[config.mk]
export PLATFORM = sky130hd
export DESIGN_NAME = srl_seq_32
export DESIGN_NICKNAME = d
export VERILOG_FILES = /design/src/rtl/srl_seq_32.sv
export SDC_FILE = /design/constraint.sdc
export NUM_CORES = 1
export LEC_CHECK = 0
export ABC_CLOCK_PERIOD_IN_PS = 7600
export BUFFER_PORTS_ARGS = -buffer_cell sky130_fd_sc_hd__buf_2
export CAP_MARGIN = 20
export CORE_MARGIN = 2
export CORE_UTILIZATION = 35
export CTS_CLUSTER_DIAMETER = 60
export DETAILED_ROUTE_END_ITERATION = 10
export PLACE_DENSITY = 0.55
export RECOVER_POWER = 25
export REMOVE_ABC_BUFFERS = 1
export SKIP_CTS_REPAIR_TIMING = 1
export SLEW_MARGIN = 20
export SYNTH_ARGS = -nofsm -noshare
export SYNTH_HDL_FRONTEND = slang
export SYNTH_SLANG_ARGS = --single-unit
[constraint.sdc]
create_clock -name clk -period 7.6 [get_ports clk]
set_input_delay 0.38 -clock clk [delete_from_list [all_inputs] [get_ports clk]]
set_output_delay 0.38 -clock clk [all_outputs]
set_load 0.005 [all_outputs]
[src/rtl/srl_seq_32.sv]
// Multi-cycle 32-bit right shifter (MIPS SRL/SRA) built as a five-stage
// barrel shift, one stage per clock, so latency is fixed regardless of shamt.
module srl_seq_32 (
  input  logic        clk,
  input  logic        reset,
  input  logic        in_start,
  input  logic [31:0] in_data_32,
  input  logic [4:0]  in_shamt_5,
  input  logic        in_arith,
  output logic        out_busy,
  output logic        out_done,
  output logic [31:0] out_shifted_data_32
);

  typedef enum logic [1:0] {
    IDLE  = 2'd0,
    SHIFT = 2'd1,
    DONE  = 2'd2
  } state_t;

  state_t      state_q;
  logic [31:0] work_q;
  logic [31:0] result_q;
  logic [4:0]  shamt_q;
  logic        arith_q;
  logic [2:0]  count_q;
  logic        busy_q;
  logic        done_q;

  logic        stage_en;
  logic [4:0]  stage_amt;
  logic [31:0] stage_fill;
  logic [31:0] stage_d;

  // Stage k shifts by 2^k when bit k of the captured shift amount is set;
  // the vacated upper bits are taken from the fill mask.
  always_comb begin
    stage_en  = 1'b0;
    stage_amt = 5'd0;
    case (count_q)
      3'd4: begin stage_en = shamt_q[4]; stage_amt = 5'd16; end
      3'd3: begin stage_en = shamt_q[3]; stage_amt = 5'd8;  end
      3'd2: begin stage_en = shamt_q[2]; stage_amt = 5'd4;  end
      3'd1: begin stage_en = shamt_q[1]; stage_amt = 5'd2;  end
      default: begin stage_en = shamt_q[0]; stage_amt = 5'd1; end
    endcase
    stage_fill = arith_q ? {32{work_q[31]}} : 32'h0000_0000;
    stage_d    = work_q;
    if (stage_en) begin
      stage_d = (work_q >> stage_amt) | (stage_fill & ~(32'hFFFF_FFFF >> stage_amt));
    end
  end

  always_ff @(posedge clk or negedge reset) begin
    if (!reset) begin
      state_q  <= IDLE;
      work_q   <= 32'h0000_0000;
      result_q <= 32'h0000_0000;
      shamt_q  <= 5'd0;
      arith_q  <= 1'b0;
      count_q  <= 3'd0;
      busy_q   <= 1'b0;
      done_q   <= 1'b0;
    end else begin
      case (state_q)
        IDLE: begin
          if (in_start) begin
            work_q  <= in_data_32;
            shamt_q <= in_shamt_5;
            arith_q <= in_arith;
            count_q <= 3'd4;
            busy_q  <= 1'b1;
            state_q <= SHIFT;
          end
        end
        SHIFT: begin
          work_q <= stage_d;
          if (count_q == 3'd0) begin
            result_q <= stage_d;
            done_q   <= 1'b1;
            state_q  <= DONE;
          end else begin
            count_q <= count_q - 3'd1;
          end
        end
        DONE: begin
          done_q  <= 1'b0;
          busy_q  <= 1'b0;
          state_q <= IDLE;
        end
        default: begin
          done_q  <= 1'b0;
          busy_q  <= 1'b0;
          state_q <= IDLE;
        end
      endcase
    end
  end

  assign out_busy            = busy_q;
  assign out_done            = done_q;
  assign out_shifted_data_32 = result_q;

endmodule

==> impl_metrics.py, run 1 <==
metrics = {
    "cts": {
        "clk_latency_ns": 0.35,
        "cts_root_buf": "clkbuf_16",
        "cts_tree": "yes",
        "cts.sinks": 77,
        "clockBufferDepth": 2,
        "htreeDepth": 3,
        "cts_buffers": 9,
        "cts.clk_slew.worst_paths_ns": 0.06,
    },
    "synth": {
        "synth_area_sq_mm": 0.005321,
        "synth_edf_count": 0,
        "synth_seq_area_share": 0.3621,
        "synth_commonest_cells": "o21ai_0 (101), nand2_1 (94), dfrtp_1 (77)",
        "netlist_instances": 685,
        "yosys.cell_count.top_type": "o21ai_0",
        "async_flop_share": 1.000,
        "avgSynthCellArea_sq_um": 7.768,
        "synth_top_cell_by_area": "dfrtp_1",
        "synth_top_flop_cell": "dfrtp_1",
        "synth_top_area_frac": 0.3621,
        "synth-seq-cells": 77,
        "synth.area.top_cells": "dfrtp_1 (36%), o21ai_0 (9.5%), nand2_1 (6.6%)",
        "ys_types": 60,
        "yosys_warnings": 0,
    },
    "floorplanning": {
        "rows": 45,
        "core_area_sq_mm": 0.01503,
        "die_w_um": 127.3,
        "die_h_um": 127.3,
        "initial_core_util": 0.3540,
        "ios": 75,
        "die_area_sq_mm": 0.01621,
    },
    "worst_setup_path": {
        "worst-path-buf-inv": 1,
        "cp-end-kind": "async pin",
        "crit_slowest_cell": "clkbuf_1",
        "critical-path-max-stage-delay_ns": 2.84,
        "path_delay_family": "buffers and inverters",
        "r2r_setup_slack_ns": 3.88,
        "worstPathCellList": "clkbuf_1",
        "timing.rr.end": "work_q[18]$_DFFE_PN0P_",
        "worstPathArrival_ns": 3.37,
        "startpoint_type": "input pin",
        "required_ns": 7.07,
        "reg2regPathDepth": 9,
        "cp_max_fo": 77,
        "worstReg2RegStart": "count_q[0]$_DFFE_PN0P_",
        "criticalPathCategory": "in -> async",
    },
    "finish": {
        "post-route-cell-area_sq_mm": 0.006106,
        "final_net_count": 770,
        "layout-drive-gt1-share": 0.1745,
        "area_growth_pct": 14.74,
        "n_fill_cell": 1602,
        "diodes": 0,
    },
    "worst_hold_path": {
        "hold_start": "in_shamt_5[2]",
        "holdPathStages": 3,
        "min_to": "shamt_q[2]$_DFFE_PN0P_",
        "worstHoldPathType": "in -> reg",
    },
    "place": {
        "portBuffers": 74,
        "dp_hpwl_um": 16090,
        "place_ws_ns": 3.992,
        "place_area_sq_mm": 0.005787,
        "place_congestion": 0.9789,
    },
    "global_route": {
        "grt_pass1_wl_um": 35610,
        "antenna_found_initial": 0,
        "grt_max_degree": 78,
        "grt_use_total": 0.2925,
        "first_global_vias": 5493,
        "grt-ovfl-total": 0,
    },
    "timing": {
        "finalCritPeriodShare": 0.5130,
        "timing.final.ws_setup_ns": 3.701,
        "fin_setup_tns_ns": 0,
        "fin_crit_ns": 3.899,
        "hold_ws_ns": 0.2150,
        "finalSetupViolations": 0,
        "rsz0062_at_grt": "false",
        "finalMaxSlewViolations": 78,
        "hold_viol": 0,
        "skew_ns": 0.006497,
        "fmax_mhz": 256.5,
        "relSlewSlack": -1.804,
        "worst_pin_slew_ns": 4.205,
    },
    "run_status": {
        "violations": "capacitance limit, slew limit",
        "status": "finished with violations",
    },
    "drt": {
        "routed_wl_um": 23200,
        "drtIter0Drc": 640,
        "drt_pass1_iterations": 7,
        "ant_nets": 0,
        "num_vias": 5717,
        "drt-wirelength-per-cell_um": 25.33,
        "remaining_drc_errors": 0,
        "vias_per_cell": 6.241,
    },
    "run": {
        "max-cap-violations": 1,
    },
}
[sequential cells by signal, summed over array words and instances, names as in the netlist]
name and flops:
count_q 3, out_done 1, out_shifted_data_32 32, work_q 32, arith_q 1, state_q 2
shamt_q 5, out_busy 1
[layout make-up]
| cell class | instances | area, sq um | area share |
|---|---|---|---|
| tap | 188 | 235.2 | 0.03852 |
| clock inverter | 4 | 72.57 | 0.01189 |
| timing repair buffer | 90 | 489.2 | 0.08012 |
| sequential | 77 | 1927 | 0.3156 |
| clock buffer | 11 | 242.7 | 0.03975 |
| multi-input combinational | 538 | 3109 | 0.5092 |
| inverter | 8 | 30.03 | 0.004918 |
[kinds of logic (layout without fill, tap and decap cells)]
family | count (synthesis) | count (layout) | synth area share
compound gates | 298 | 298 | 0.3557
simple gates | 227 | 227 | 0.1966
flops | 77 | 77 | 0.3621
buf+inv | 70 | 113 | 0.05808
mux | 8 | 8 | 0.01575
fa+ha+maj | 5 | 5 | 0.01176
[worst register-to-register path, delay by kind of cell, from the launching register on]
family / cells / cell delay, ns
AO/OA/AOI/OAI: 4 / 1.49
buffers and inverters: 1 / 0.10
adder cells (fa/ha/maj): 1 / 0.50
AND/OR/NAND/NOR: 3 / 1.16
flip-flops: 1 / 0.41
[layout by cell type (no fill, tap or decap), types with 3 or more instances in the layout]
cell type	Yosys	routed
mux2i_1	5	5
mux2_2	3	3
a211oi_1	7	7
nor3_1	6	6
or2_2	5	5
nand2_1	94	94
buf_2	16	73
nor2_1	56	53
o22a_1	9	9
dfrtp_1	77	77
nand3_1	21	21
a22o_1	8	8
o31ai_1	5	5
o211ai_1	12	12
a21oi_1	51	51
nor4_1	3	3
o22ai_1	21	21
a22oi_1	14	14
nor2b_1	7	5
o221ai_1	4	4
nand3b_1	4	4
a222oi_1	3	3
nor3b_1	5	5
clkbuf_16	0	9
a221oi_1	11	11
nor2_2	0	3
nand2b_1	14	13
a31oi_1	19	19
a211o_1	5	5
ha_1	5	5
inv_1	8	8
o21ai_0	101	101
and2_1	3	3
buf_4	3	16
o21ai_1	10	9
[how the worst max path moves through the flow]
stage	startpoint	depth (start not counted)	end	slack, ns
floorplan	count_q[0]$_DFFE_PN0P_	9	work_q[20]$_DFFE_PN0P_	3.89
global placement	count_q[0]$_DFFE_PN0P_	8	out_shifted_data_32[12]$_DFFE_PN0P_	4.02
detailed placement	count_q[0]$_DFFE_PN0P_	10	work_q[6]$_DFFE_PN0P_	3.99
CTS	count_q[0]$_DFFE_PN0P_	9	out_shifted_data_32[18]$_DFFE_PN0P_	3.96
global route	reset	1	out_shifted_data_32[6]$_DFFE_PN0P_	2.93
finish	reset	1	work_q[27]$_DFFE_PN0P_	3.70
[per-stage QoR]
stage               instances  utilization
floorplan                 623            -
global placement          901       0.3849
detailed placement        901       0.3849
CTS                       916       0.4059
global route              916       0.4062
finish                    916       0.4062
[routing by layer]
layer / vias up / wire [um] / track usage
met5: - / 0 / 0
met4: 0 / 530 / 0.1002
met3: 30 / 1563 / 0.04271
met2: 243 / 10430 / 0.4379
met1: 2835 / 10680 / 0.4310
li1: 2609 / - / -
Power of run 1 is left out: the tool's default activity adds up to more than one toggle a clock period on the data nets, which glitch-free logic cannot reach.
==> run 2: changes to the inputs <==
--- a/config.mk
+++ b/config.mk
@@ -5,7 +5,8 @@
 export SDC_FILE = /design/constraint.sdc
 export NUM_CORES = 1
 export LEC_CHECK = 0
-export ABC_CLOCK_PERIOD_IN_PS = 7600
+export ABC_AREA = 1
+export ABC_CLOCK_PERIOD_IN_PS = 4059
 export BUFFER_PORTS_ARGS = -buffer_cell sky130_fd_sc_hd__buf_2
 export CAP_MARGIN = 20
 export CORE_MARGIN = 2
==> constraint.sdc (replaced) <==
create_clock -name clk -period 4.06 [get_ports clk]
set_input_delay 0.203 -clock clk [delete_from_list [all_inputs] [get_ports clk]]
set_output_delay 0.203 -clock clk [all_outputs]
set_load 0.005 [all_outputs]
==> run 2 against run 1 <==
Effect of this change:
- the run still ends with capacitance limit, slew limit left
- worst setup slack worse by 2.8 ns
- flip-flop and latch count did not move
- global-route usage is 6.2 points lower
- die area is 0.89% lower
- routed wire length decreased by 24%
- non-clock buffer count down 2
- critical path type is now reg -> reg
==> impl_metrics.py, run 2 <==
metrics = {
    "run_status": {
        "status": "finished with violations",
        "violations": "capacitance limit, slew limit",
    },
    "timing": {
        "fin_setup_tns_ns": 0,
        "hold_viol": 0,
        "skew_ns": 0.005035,
        "relSlewSlack": -0.4201,
        "finalCritPeriodShare": 0.7832,
        "timing.final.ws_setup_ns": 0.8800,
        "finalMaxSlewViolations": 38,
        "worst_pin_slew_ns": 2.130,
        "fmax_mhz": 314.5,
        "fin_crit_ns": 3.180,
        "finalSetupViolations": 0,
        "rsz0062_at_grt": "false",
    },
    "drt": {
        "routed_wl_um": 17740,
        "drt-wirelength-per-cell_um": 16.50,
        "drt_pass1_iterations": 5,
        "drtIter0Drc": 476,
        "remaining_drc_errors": 0,
        "vias_per_cell": 5.313,
        "ant_nets": 0,
        "num_vias": 5712,
    },
    "floorplanning": {
        "ios": 75,
        "die_area_sq_mm": 0.01606,
        "rows": 44,
        "initial_core_util": 0.3600,
        "die_h_um": 126.7,
        "core_area_sq_mm": 0.01464,
        "die_w_um": 126.7,
    },
    "finish": {
        "regArea_sq_mm": 0.001927,
        "final_cell_mix": "nand2_1 (340), nand3_1 (146), dfrtp_1 (77), buf_2 (70), inv_1 (58)",
        "multiInputGateArea_sq_mm": 0.002939,
        "area_growth_pct": 16.87,
        "n_fill_cell": 1583,
        "final_net_count": 932,
        "final_common_cell": "nand2_1",
        "layout-drive-gt1-share": 0.1279,
        "diodes": 0,
    },
    "synth": {
        "synth_commonest_cells": "nand2_1 (340), nand3_1 (147), dfrtp_1 (77)",
        "yosys.cell_count.top_type": "nand2_1",
        "avgSynthCellArea_sq_um": 6.352,
        "synth_top_area_frac": 0.3654,
        "synth_top_flop_cell": "dfrtp_1",
        "netlist_instances": 830,
        "synth-seq-cells": 77,
        "yosys_warnings": 0,
        "synth.area.top_cells": "dfrtp_1 (37%), nand2_1 (24%), nand3_1 (14%)",
        "synth_area_sq_mm": 0.005273,
        "ys_types": 27,
        "synth_seq_area_share": 0.3654,
        "synth_edf_count": 0,
        "async_flop_share": 1.000,
        "synth_top_cell_by_area": "dfrtp_1",
    },
    "worst_setup_path": {
        "worstPathArrival_ns": 3.45,
        "cpMostUsedCell": "o21ai_0",
        "worstReg2RegStart": "count_q[0]$_DFFE_PN0P_",
        "worst-path-buf-inv": 2,
        "startpoint_type": "register",
        "critical-path-max-stage-delay_ns": 0.41,
        "critical_path.startpoint": "count_q[0]$_DFFE_PN0P_",
        "criticalPathCategory": "reg -> reg",
        "path_delay_family": "simple AND/OR/NAND/NOR gates",
        "crit_slowest_cell": "dfrtp_1",
        "cp-end-kind": "register",
        "cp_max_fo": 24,
        "worstPathCellList": "inv_1 -> ha_1 -> nand2_2 -> nand2_2 -> nor2_4 -> buf_4 -> nand2_1 -> nand3_1 -> nand3_1 -> o21ai_0 -> o21ai_0 -> o21ai_0",
        "required_ns": 4.33,
    },
    "run": {
        "max-cap-violations": 1,
    },
    "place": {
        "dp_hpwl_um": 12710,
        "portBuffers": 74,
        "place_congestion": 1.001,
        "place_ws_ns": 0.9734,
    },
    "cts": {
        "cts.clk_slew.worst_paths_ns": 0.06,
        "clk_latency_ns": 0.35,
        "cts.sinks": 77,
        "cts_buffers": 9,
        "cts_root_buf": "clkbuf_16",
        "htreeDepth": 3,
        "cts_tree": "yes",
        "clockBufferDepth": 2,
    },
    "worst_hold_path": {
        "hold_start": "in_shamt_5[1]",
        "worstHoldPathType": "in -> reg",
    },
    "global_route": {
        "antenna_found_initial": 0,
        "grt_pass1_wl_um": 29080,
        "first_global_vias": 5272,
        "grt_use_total": 0.2310,
        "grt-ovfl-total": 0,
        "grt_max_degree": 46,
    },
}
[run 2: worst paths after layout]
kind	slack, ns	to	cells after the start
min in group asynchronous	1.01	work_q[0]$_DFFE_PN0P_	2
setup / recovery	0.88	out_shifted_data_32[28]$_DFFE_PN0P_	12
hold / removal	0.05	shamt_q[1]$_DFFE_PN0P_	3
max in group asynchronous	1.56	arith_q$_DFFE_PN0P_	3
hold reg to reg	0.47	out_shifted_data_32[6]$_DFFE_PN0P_	2
setup reg to reg	0.88	out_shifted_data_32[28]$_DFFE_PN0P_	12
[run 2: through the flow]
step | utilization | std cells | hold slack (ns) | area, sq um
6_report | 0.4208 | 1075 | 0.04529 | 6162
4_1_cts | 0.4206 | 1074 | -0.1633 | 6160
5_1_grt | 0.4208 | 1075 | 0.05683 | 6162
3_3_place_gp | 0.3960 | 1058 | 0.2072 | 5799
3_5_place_dp | 0.3960 | 1058 | 0.2164 | 5799
2_1_floorplan | - | 787 | -0.09259 | 5091
[run 2: area by class of cell]
cell class | count | share of cell area
Clock inverter | 3 | 0.01462
Sequential cell | 77 | 0.3127
Timing Repair Buffer | 88 | 0.07675
Clock buffer | 13 | 0.04386
Inverter | 62 | 0.03777
Multi-Input combinational cell | 648 | 0.4770
Tap cell | 184 | 0.03736
[run 2: cell families after synthesis]
kind of cell    Yosys count  share of synthesized area
buf+inv                 105                    0.07855
compound gates          106                     0.1156
fa+ha+maj                 5                    0.01187
simple gates            537                     0.4286
flops                    77                     0.3654
[run 2: routing by layer]
| layer | vias up | GRT usage | part of all wire |
|---|---|---|---|
| met5 | - | 0 | 0 |
| met4 | 0 | 0.08016 | 0.024 |
| met3 | 26 | 0.04555 | 0.063 |
| met2 | 224 | 0.3459 | 0.43 |
| met1 | 2648 | 0.3332 | 0.48 |
| li1 | 2814 | - | - |
[run 2: worst min-delay path, delay by kind of cell]
family	cells	cell delay (ns)
buffers and inverters	1	0.07
and+or+nand+nor	2	0.09
Power of run 2 is left out for the same reason.
